==> config.mk <==
export PLATFORM = sky130hd
export DESIGN_NAME = light_seq_monitor
export DESIGN_NICKNAME = d
export VERILOG_FILES = /design/src/rtl/light_seq_monitor.sv
export SDC_FILE = /design/constraint.sdc
export NUM_CORES = 1
export LEC_CHECK = 0
export ABC_CLOCK_PERIOD_IN_PS = 3200
export CORE_MARGIN = 2
export CORE_UTILIZATION = 40
export DETAILED_ROUTE_END_ITERATION = 6
export PLACE_DENSITY = 0.79
export SKIP_CTS_REPAIR_TIMING = 1
export SYNTH_ARGS = -nofsm -noshare
export SYNTH_HDL_FRONTEND = slang
export SYNTH_SLANG_ARGS = --single-unit
==> constraint.sdc <==
create_clock -name clk -period 3.2 [get_ports clk]
set_input_delay 0.64 -clock clk [delete_from_list [all_inputs] [get_ports clk]]
set_output_delay 0.64 -clock clk [all_outputs]
set_load 0.05 [all_outputs]
==> src/rtl/light_seq_monitor.sv <==
// light_seq_monitor: receive-side checker for the traffic-light controller bus.
// Decodes the one-hot light code, tracks the red->yellow->green->red order,
// measures per-phase dwell, counts completed cycles and flags illegal codes,
// order violations and stuck phases. All outputs are registered (one-cycle latency).
// Optional feature: define STATE_CHECK_EN to cross-check state_in against light_in;
// without it state_in is ignored and state_mismatch is tied to 0.
`timescale 1ns/1ps
module light_seq_monitor #(
    parameter int CNT_W     = 8,
    parameter int DWELL_W   = 4,
    parameter int MAX_DWELL = 8
) (
    input  logic               clk,
    input  logic               rst,
    input  logic [2:0]         light_in,
    input  logic [1:0]         state_in,
    input  logic               err_clr,
    output logic               synced,
    output logic [1:0]         phase,
    output logic [DWELL_W-1:0] dwell,
    output logic [CNT_W-1:0]   cycle_count,
    output logic               onehot_err,
    output logic               seq_err,
    output logic               timeout_err,
    output logic               state_mismatch,
    output logic               err_sticky
);

    // Encoding chosen so the phase output is the state code itself.
    typedef enum logic [1:0] {
        S_RED    = 2'd0,
        S_YEL    = 2'd1,
        S_GRN    = 2'd2,
        S_UNSYNC = 2'd3
    } state_t;

    // Dwell value at which the phase has been held MAX_DWELL cycles.
    localparam logic [DWELL_W-1:0] TMO_DWELL = DWELL_W'(MAX_DWELL - 1);

    state_t               state_q, state_d;
    logic [DWELL_W-1:0]   dwell_q, dwell_d, dwell_sat;
    logic [CNT_W-1:0]     cnt_q;
    logic                 cnt_inc;
    logic                 legal;
    logic [1:0]           obs_code;
    logic                 oh_d, seq_d, tmo_d, mis_d, any_err_d;
    logic                 oh_q, seq_q, tmo_q, mis_q, sticky_q;

    // Expected successor in the red->yellow->green->red order.
    function automatic logic [1:0] succ(input logic [1:0] c);
        case (c)
            2'd0:    succ = 2'd1;
            2'd1:    succ = 2'd2;
            default: succ = 2'd0;
        endcase
    endfunction

    // Decode the sampled light code into legality and phase code.
    always_comb begin
        // NOTE: every variable written here gets a default first so no latch is inferred.
        legal    = 1'b0;
        obs_code = 2'd3;
        case (light_in)
            3'b100: begin legal = 1'b1; obs_code = 2'd0; end
            3'b010: begin legal = 1'b1; obs_code = 2'd1; end
            3'b001: begin legal = 1'b1; obs_code = 2'd2; end
            default: ;
        endcase
    end

    // Saturating dwell increment.
    assign dwell_sat = (dwell_q == '1) ? dwell_q : dwell_q + 1'b1;

    // FSM state register.
    always_ff @(posedge clk or posedge rst) begin
        // NOTE: sequential state uses non-blocking assignments so all registers update together.
        if (rst) state_q <= S_UNSYNC;
        else     state_q <= state_d;
    end

    // FSM next-state logic plus the per-cycle event decisions.
    always_comb begin
        state_d = state_q;
        dwell_d = dwell_q;
        cnt_inc = 1'b0;
        oh_d    = 1'b0;
        seq_d   = 1'b0;
        tmo_d   = 1'b0;
        if (!legal) begin
            oh_d    = 1'b1;
            state_d = S_UNSYNC;
            dwell_d = '0;
        end else if (state_q == S_UNSYNC) begin
            state_d = state_t'(obs_code);
            dwell_d = '0;
        end else if (obs_code == 2'(state_q)) begin
            // Equality only occurs on the increment into TMO_DWELL, so the
            // pulse fires once even if the phase is held longer.
            dwell_d = dwell_sat;
            tmo_d   = (dwell_sat == TMO_DWELL);
        end else if (obs_code == succ(2'(state_q))) begin
            state_d = state_t'(obs_code);
            dwell_d = '0;
            cnt_inc = (state_q == S_GRN);
        end else begin
            seq_d   = 1'b1;
            state_d = state_t'(obs_code);
            dwell_d = '0;
        end
    end

`ifdef STATE_CHECK_EN
    // Cross-check the controller state code whenever the light code is legal.
    always_comb begin
        mis_d = legal && (state_in != obs_code);
    end
`else
    // state_in is deliberately unused in this build.
    logic unused_state_in;
    assign unused_state_in = ^state_in;
    assign mis_d = 1'b0;
`endif

    assign any_err_d = oh_d | seq_d | tmo_d | mis_d;

    // Datapath registers: dwell, cycle counter, error pulses and sticky flag.
    always_ff @(posedge clk or posedge rst) begin
        if (rst) begin
            dwell_q  <= '0;
            cnt_q    <= '0;
            oh_q     <= 1'b0;
            seq_q    <= 1'b0;
            tmo_q    <= 1'b0;
            mis_q    <= 1'b0;
            sticky_q <= 1'b0;
        end else begin
            dwell_q <= dwell_d;
            if (cnt_inc) cnt_q <= cnt_q + 1'b1;
            oh_q    <= oh_d;
            seq_q   <= seq_d;
            tmo_q   <= tmo_d;
            mis_q   <= mis_d;
            // A new error in the same cycle wins over err_clr.
            if (any_err_d)    sticky_q <= 1'b1;
            else if (err_clr) sticky_q <= 1'b0;
        end
    end

    // FSM output decode from the registered state.
    always_comb begin
        synced = (state_q != S_UNSYNC);
        phase  = 2'(state_q);
    end

    assign dwell          = dwell_q;
    assign cycle_count    = cnt_q;
    assign onehot_err     = oh_q;
    assign seq_err        = seq_q;
    assign timeout_err    = tmo_q;
    assign state_mismatch = mis_q;
    assign err_sticky     = sticky_q;

endmodule

==> flow_summary.toml, run 1 <==
[worst_setup_path]
critPathMaxStageDelay_ps = 830
crit_required_ps = 2560
critPathCaptureType = "primary output"
path_buf_inv = 1
critPathMaxFanout = 8
crit_type = "flip-flop to primary output"
cpLargestDelayFamily = "buffers and inverters"
start_kind = "flip-flop"
cp_data_arrival_time_ps = 1750
worstPathCellList = "clkdlybuf4s50_1"
critPathSlowestCell = "clkdlybuf4s50_1"

[synth]
syn-num-nets = 101
synth-async-reset-ratio_pct = 100
synth_cell_types = 39
syn-mean-instance-area_um2 = 10.5
synth_top_area_cell = "dfrtp_1"
post-synth-top-count-cell = "dfrtp_1"
synth.area.top_cells = "dfrtp_1, dfstp_2, xor2_1"
synth-edff-count = 0
ys_ff_latch = 18
ys_seq_area_share_pct = 47.4
yosys_warnings = 0
synthesis.area_um2 = 955
synthFlopType = "dfrtp_1"
yosysTopAreaCellShare_pct = 41.9
synth_common_cells = "dfrtp_1, nand2_1, nor2_1"
netlist_instances = 91

[drt]
firstDrtPassIters = 4
viasPerCell = 5.20
drt_iter0_markers = 12
wirelength_mm = 1.78
vias = 754
ant_nets = 0
route.detailed.drc = 0
wl_per_cell_um = 12.3

[clock_tree]
htreeDepth = 1
cts-root-buf = "clkbuf_4"
cts_inserted_buffers = 3
insertion_delay_ps = 290
clk_pin_slew_ps = 100
cts_sinks = 18
tritoncts = "done"
clockBufferDepth = 2

[final_layout]
drive_gt1_share_pct = 13.7
area_growth_pct = 30.7
fin_cells = 145
nets = 128
antenna_cells = 0

[sta]
period_needed_ps = 2390
fin_skew_ps = 5.60
slew_headroom_pct = 56.2
timing.setup.tns_ps = 0
maxClockFrequency_mhz = 419
rsz0062_at_grt = "no"
slew_violations = 0
tightest_slew_ps = 657
fin_crit_sh_pct = 74.6
setup_viol = 0
hold_viol_final = 0

[run_status]
status = "complete, no violations"

[floorplanning]
die_width_um = 52.9
rows = 17
die_y_um = 52.9
start_util_pct = 42.7
ios = 28
core_area_um2 = 2230
die_area_um2 = 2790

[global_routing]
grt_max_degree = 19
grt.total_usage_pct = 15.2
first_global_vias = 705
grt_pass1_wl_mm = 3.16
antenna_found_initial = 0
grt_overflow = 0

[job]
maxCapViolations = 0

[power]
p_per_area_nw_per_um2 = 465
peakVddDrop_v = 0.000417
p_leak_nw = 0.545
power_w = 0.000580

[place]
port_buffers = 24
place.gp.congestion = 0.788
hpwl_mm = 1.34
dp.cells = 141

[worst_hold_path]
min_path_type = "flip-flop to flip-flop"
sequential cells by signal (all words and copies together), names as in the netlist:
register / count
seq_err: 1
err_sticky: 1
cycle_count: 8
timeout_err: 1
dwell: 4
onehot_err: 1
phase: 2
cells in the final DEF, fill, tap and decap left out, types with 2 or more instances in the layout:
cell and n:
nand3b_1 3, xor2_1 5, a31oi_1 2, nor2_1 8, nor3b_1 3, inv_1 5
o21ai_0 3, dfrtp_1 16, xnor2_1 3, nand2_1 9, dfstp_2 2, nand3_1 4
clkdlybuf4s50_1 24, ha_1 2, clkbuf_4 3
metal layers:
metal  share of wire (%)  track usage [%]  vias up  wire length [um]
met5                   0                0        -                 0
met4                0.84             7.26        0                15
met3                 4.6             2.54        2                82
met2                  45             22.5       19               795
met1                  50             21.4      364               889
li1                    -                -      369                 -
stage by stage:
stage / setup slack [ps] / utilization [%] / hold WS (ps) / instance area [um2]
finish: 813 / 55.9 / 469 / 1250
global route: 743 / 55.9 / 482 / 1250
CTS: 807 / 55.9 / 476 / 1250
detailed placement: 1100 / 54.2 / 460 / 1210
global placement: 1140 / 54.2 / 455 / 1210
floorplan: 1440 / - / 577 / 955
layout make-up:
| class | instances | area (um2) |
|---|---|---|
| Sequential cell | 18 | 453 |
| Clock buffer | 4 | 36.3 |
| Multi-Input combinational cell | 66 | 464 |
| Timing Repair Buffer | 24 | 240 |
| Inverter | 5 | 18.8 |
| Tap cell | 28 | 35.0 |
| Fill cell | 207 | 986 |
final timing paths:
path,end,slack [ps],from,depth (start not counted)
worst min-delay path,cycle_count[7],470,cycle_count[7],1
worst max register to register,err_sticky,1670,dwell[0],5
worst max-delay path,phase[0],810,phase[0],1
max in group asynchronous,dwell[0],2040,rst,2
min in group asynchronous,cycle_count[5],740,rst,2
worst min register to register,cycle_count[7],470,cycle_count[7],1
where the power goes:
part | total [W] | switching, W | internal [W]
clock | 0.000138 | 0.0000686 | 0.0000693
combinational | 0.000174 | 0.000112 | 0.0000612
sequential | 0.000269 | 0.0000213 | 0.000247
total | 0.000580 | 0.000202 | 0.000378
cell families (layout without fill, tap and decap cells):
family          after synthesis  after routing  synth area share [%]
compound gates               14             14                  11.4
simple gates                 40             40                  25.8
other cells                   1              1                 0.393
flops                        18             18                  47.4
xor+xnor                      8              8                  7.34
fa+ha+maj                     2              2                  2.62
buf+inv                       7             33                  3.93
mux                           1              1                  1.05
Power figures use the tool's default switching activity.
==> run 2, diff against run 1 <==
--- a/config.mk
+++ b/config.mk
@@ -5,7 +5,7 @@
 export SDC_FILE = /design/constraint.sdc
 export NUM_CORES = 1
 export LEC_CHECK = 0
-export ABC_CLOCK_PERIOD_IN_PS = 3200
+export ABC_CLOCK_PERIOD_IN_PS = 2300
 export CORE_MARGIN = 2
 export CORE_UTILIZATION = 40
 export DETAILED_ROUTE_END_ITERATION = 6
==> constraint.sdc (replaced) <==
create_clock -name clk -period 2.3 [get_ports clk]
set_input_delay 0.46 -clock clk [delete_from_list [all_inputs] [get_ports clk]]
set_output_delay 0.46 -clock clk [all_outputs]
set_load 0.05 [all_outputs]
==> flow_summary.toml, run 2 (synthesis results as in run 1) <==
[worst_setup_path]
critPathSlowestCell = "clkdlybuf4s50_1"
cp_data_arrival_time_ps = 1770
crit_required_ps = 1840
critPathCaptureType = "primary output"
crit_type = "flip-flop to primary output"
cpLargestDelayFamily = "buffers and inverters"
worstPathCellList = "clkdlybuf4s50_1"
start_kind = "flip-flop"
critPathMaxStageDelay_ps = 840
critPathMaxFanout = 8
path_buf_inv = 1

[final_layout]
fin_cells = 145
antenna_cells = 0
nets = 128
area_growth_pct = 30.7
largest_register_ffs = 8
final_cell_mix = "clkdlybuf4s50_1, dfrtp_1, nand2_1"
final_common_cell = "clkdlybuf4s50_1"
drive_gt1_share_pct = 13.7

[global_routing]
first_global_vias = 686
grt_overflow = 0
grt.total_usage_pct = 14.3
antenna_found_initial = 0
grt_pass1_wl_mm = 2.92
grt_max_degree = 19

[sta]
slew_violations = 0
maxClockFrequency_mhz = 449
slew_headroom_pct = 55.3
fin_crit_sh_pct = 96.8
tightest_slew_ps = 669
rsz0062_at_grt = "no"
setup_viol = 0
period_needed_ps = 2230
hold_viol_final = 0
fin_skew_ps = 4.95
timing.setup.tns_ps = 0

[drt]
vias = 739
wirelength_mm = 1.76
route.detailed.drc = 0
viasPerCell = 5.10
ant_nets = 0
firstDrtPassIters = 2
drt_iter0_markers = 12
wl_per_cell_um = 12.2

[power]
p_leak_nw = 0.545
p_per_area_nw_per_um2 = 647
peakVddDrop_v = 0.000535
power_w = 0.000807

[floorplanning]
core_area_um2 = 2230
rows = 17
die_width_um = 52.9
start_util_pct = 42.7
ios = 28
die_y_um = 52.9
die_area_um2 = 2790

[worst_hold_path]
min_path_type = "flip-flop to flip-flop"

[clock_tree]
htreeDepth = 1
cts_sinks = 18
cts-root-buf = "clkbuf_4"
clockBufferDepth = 2
cts_inserted_buffers = 3
tritoncts = "done"
insertion_delay_ps = 290
clk_pin_slew_ps = 100

[place]
hpwl_mm = 1.34
place.gp.congestion = 0.789
dp.cells = 141
port_buffers = 24

[job]
maxCapViolations = 0

[run_status]
status = "complete, no violations"
[run 2: metal layers]
layer	track usage (%)	up-vias	routed length, um
li1	-	369	-
met2	21.3	19	767
met1	19.9	347	891
met5	0	-	0
met4	8.55	0	33
met3	1.69	4	70
[run 2: where the power goes]
group	internal [W]	switching (W)	total (W)
clock	0.0000964	0.0000976	0.000194
combinational	0.0000850	0.000155	0.000240
sequential	0.000344	0.0000288	0.000373
total	0.000526	0.000281	0.000807
[run 2: stage by stage]
| stage | utilization, % | cell area [um2] | hold slack (ps) | worst slack (ps) |
|---|---|---|---|---|
| 6_report | 55.9 | 1250 | 471 | 74.1 |
| 4_1_cts | 55.9 | 1250 | 477 | 62.1 |
| 3_5_place_dp | 54.2 | 1210 | 460 | 387 |
| 2_1_floorplan | - | 955 | 397 | 606 |
| 5_1_grt | 55.9 | 1250 | 483 | 29.5 |
| 3_3_place_gp | 54.2 | 1210 | 455 | 417 |
[run 2: area by class of cell]
| type | instances | area [um2] |
|---|---|---|
| Fill cell | 206 | 986 |
| Multi-Input combinational cell | 66 | 464 |
| Sequential cell | 18 | 453 |
| Timing Repair Buffer | 24 | 240 |
| Clock buffer | 4 | 36.3 |
| Tap cell | 28 | 35.0 |
| Inverter | 5 | 18.8 |
[run 2: worst paths after layout]
kind / from / depth (start not counted) / endpoint / slack (ps)
min in group asynchronous: rst / 2 / cycle_count[6] / 560
setup / recovery: phase[0] / 1 / phase[0] / 70
max in group asynchronous: rst / 2 / dwell[0] / 1310
hold reg to reg: cycle_count[7] / 1 / cycle_count[7] / 470
setup reg to reg: dwell[1] / 5 / err_sticky / 760
hold / removal: cycle_count[7] / 1 / cycle_count[7] / 470
==> run 3, diff against run 2 <==
--- a/config.mk
+++ b/config.mk
@@ -9,6 +9,7 @@
 export CORE_MARGIN = 2
 export CORE_UTILIZATION = 40
 export DETAILED_ROUTE_END_ITERATION = 6
+export GPL_TIMING_DRIVEN = 0
 export PLACE_DENSITY = 0.79
 export SKIP_CTS_REPAIR_TIMING = 1
 export SYNTH_ARGS = -nofsm -noshare
==> flow_summary.toml, run 3 (synthesis results as in run 1) <==
[final_layout]
final_cell_mix = "clkdlybuf4s50_1, dfrtp_1, nand2_1"
post-route-util_pct = 56.2
antenna_cells = 0
largest_register_ffs = 8
fin_cells = 147
area_growth_pct = 31.6
layout.area.seq_um2 = 453
finish.instance_area_um2 = 1260
final_common_cell = "clkdlybuf4s50_1"
multi_input_area_um2 = 464
drive_gt1_share_pct = 14.3
nets = 130
nFillCells = 202

[power]
switchingPower_w = 0.000277
seq_power_share_pct = 48.2
p_leak_nw = 0.551
clockPowerShare_pct = 20.7
p_per_area_nw_per_um2 = 617
p_sw_share_pct = 35.7
internal_power_w = 0.000498
combPwrFrac_pct = 31.1
peakVddDrop_v = 0.000574

[job]
maxCapViolations = 0

[clock_tree]
insertion_delay_ps = 290
cts_inserted_buffers = 3
cts_sinks = 18
clockBufferDepth = 2
tritoncts = "done"
clk_pin_slew_ps = 110
cts-root-buf = "clkbuf_4"
htreeDepth = 1

[drt]
viasPerCell = 5.13
vias = 754
drt_iter0_markers = 11
wirelength_mm = 1.76
ant_nets = 0
route.detailed.drc = 0
wl_per_cell_um = 12.0
firstDrtPassIters = 4

[sta]
setup_viol = 0
maxClockFrequency_mhz = 452
timing.setup.tns_ps = 0
tightest_slew_ps = 649
hold_viol_final = 0
slew_headroom_pct = 56.7
period_needed_ps = 2210
fin_crit_sh_pct = 96.2
fin_skew_ps = 11.2
slew_violations = 0
rsz0062_at_grt = "no"
whs_ps = 469

[worst_setup_path]
critPathSlowestCell = "clkdlybuf4s50_1"
crit_type = "flip-flop to primary output"
critPathCaptureType = "primary output"
cpLargestDelayFamily = "buffers and inverters"
crit_required_ps = 1840
critPathMaxFanout = 8
path_buf_inv = 1
worstPathCellList = "clkdlybuf4s50_1"
cp_data_arrival_time_ps = 1750
start_kind = "flip-flop"
critPathMaxStageDelay_ps = 830

[floorplanning]
rows = 17
die_y_um = 52.9
core_area_um2 = 2230
die_width_um = 52.9
ios = 28
die_area_um2 = 2790
start_util_pct = 42.7

[global_routing]
grt_max_degree = 19
antenna_found_initial = 0
grt_pass1_wl_mm = 3.22
grt_overflow = 0
grt.total_usage_pct = 15.6
first_global_vias = 731

[place]
port_buffers = 24
dp.cells = 143
place.gp.congestion = 0.748
placed_area_um2 = 1230
hpwl_mm = 1.33

[worst_hold_path]
min_path_type = "flip-flop to flip-flop"

[run_status]
status = "complete, no violations"
[run 3: cell types whose count changed in the layout (fill, tap and decap cells not counted)]
| cell | delta |
|---|---|
| buf_4 | +1 |
| clkbuf_1 | +1 |
| buf_6 | +1 |
| clkbuf_8 | -1 |
[run 3: final timing paths]
| path | startpoint | endpoint | slack, ps | cells past startpoint |
|---|---|---|---|---|
| max | phase[0] | phase[0] | 90 | 1 |
| min | cycle_count[7] | cycle_count[7] | 470 | 1 |
| max reg2reg | dwell[0] | err_sticky | 740 | 5 |
| min reg2reg | cycle_count[7] | cycle_count[7] | 470 | 1 |
| max in group asynchronous | rst | dwell[0] | 1320 | 2 |
| min in group asynchronous | rst | onehot_err | 550 | 2 |
[run 3: through the flow]
step           setup slack (ps)  power (W)
2_1_floorplan               606   0.000537
3_3_place_gp                411   0.000616
3_5_place_dp                361   0.000621
4_1_cts                    84.8   0.000784
5_1_grt                    29.3   0.000823
6_report                   87.9   0.000775
[run 3: power by group through the flow]
stage	Combinational, W	Clock [W]	Sequential, W
6_report	0.000241	0.000161	0.000374
2_1_floorplan	0.0000679	0	0.000469
4_1_cts	0.000243	0.000168	0.000373
3_3_place_gp	0.000237	0	0.000379
3_5_place_dp	0.000241	0	0.000379
5_1_grt	0.000260	0.000184	0.000379
[run 3: layout make-up]
type / instances / area share, %
Multi-Input combinational cell: 66 / 37.0
Buffer: 2 / 1.49
Timing Repair Buffer: 24 / 19.1
Sequential cell: 18 / 36.1
Clock buffer: 4 / 2.09
Inverter: 5 / 1.49
Tap cell: 28 / 2.79
[run 3: layer usage]
| layer | global-route usage [%] | wire [um] |
|---|---|---|
| met1 | 21.9 | 875 |
| met2 | 23.1 | 791 |
| met3 | 2.54 | 72 |
| met4 | 7.26 | 19 |
| met5 | 0 | 0 |
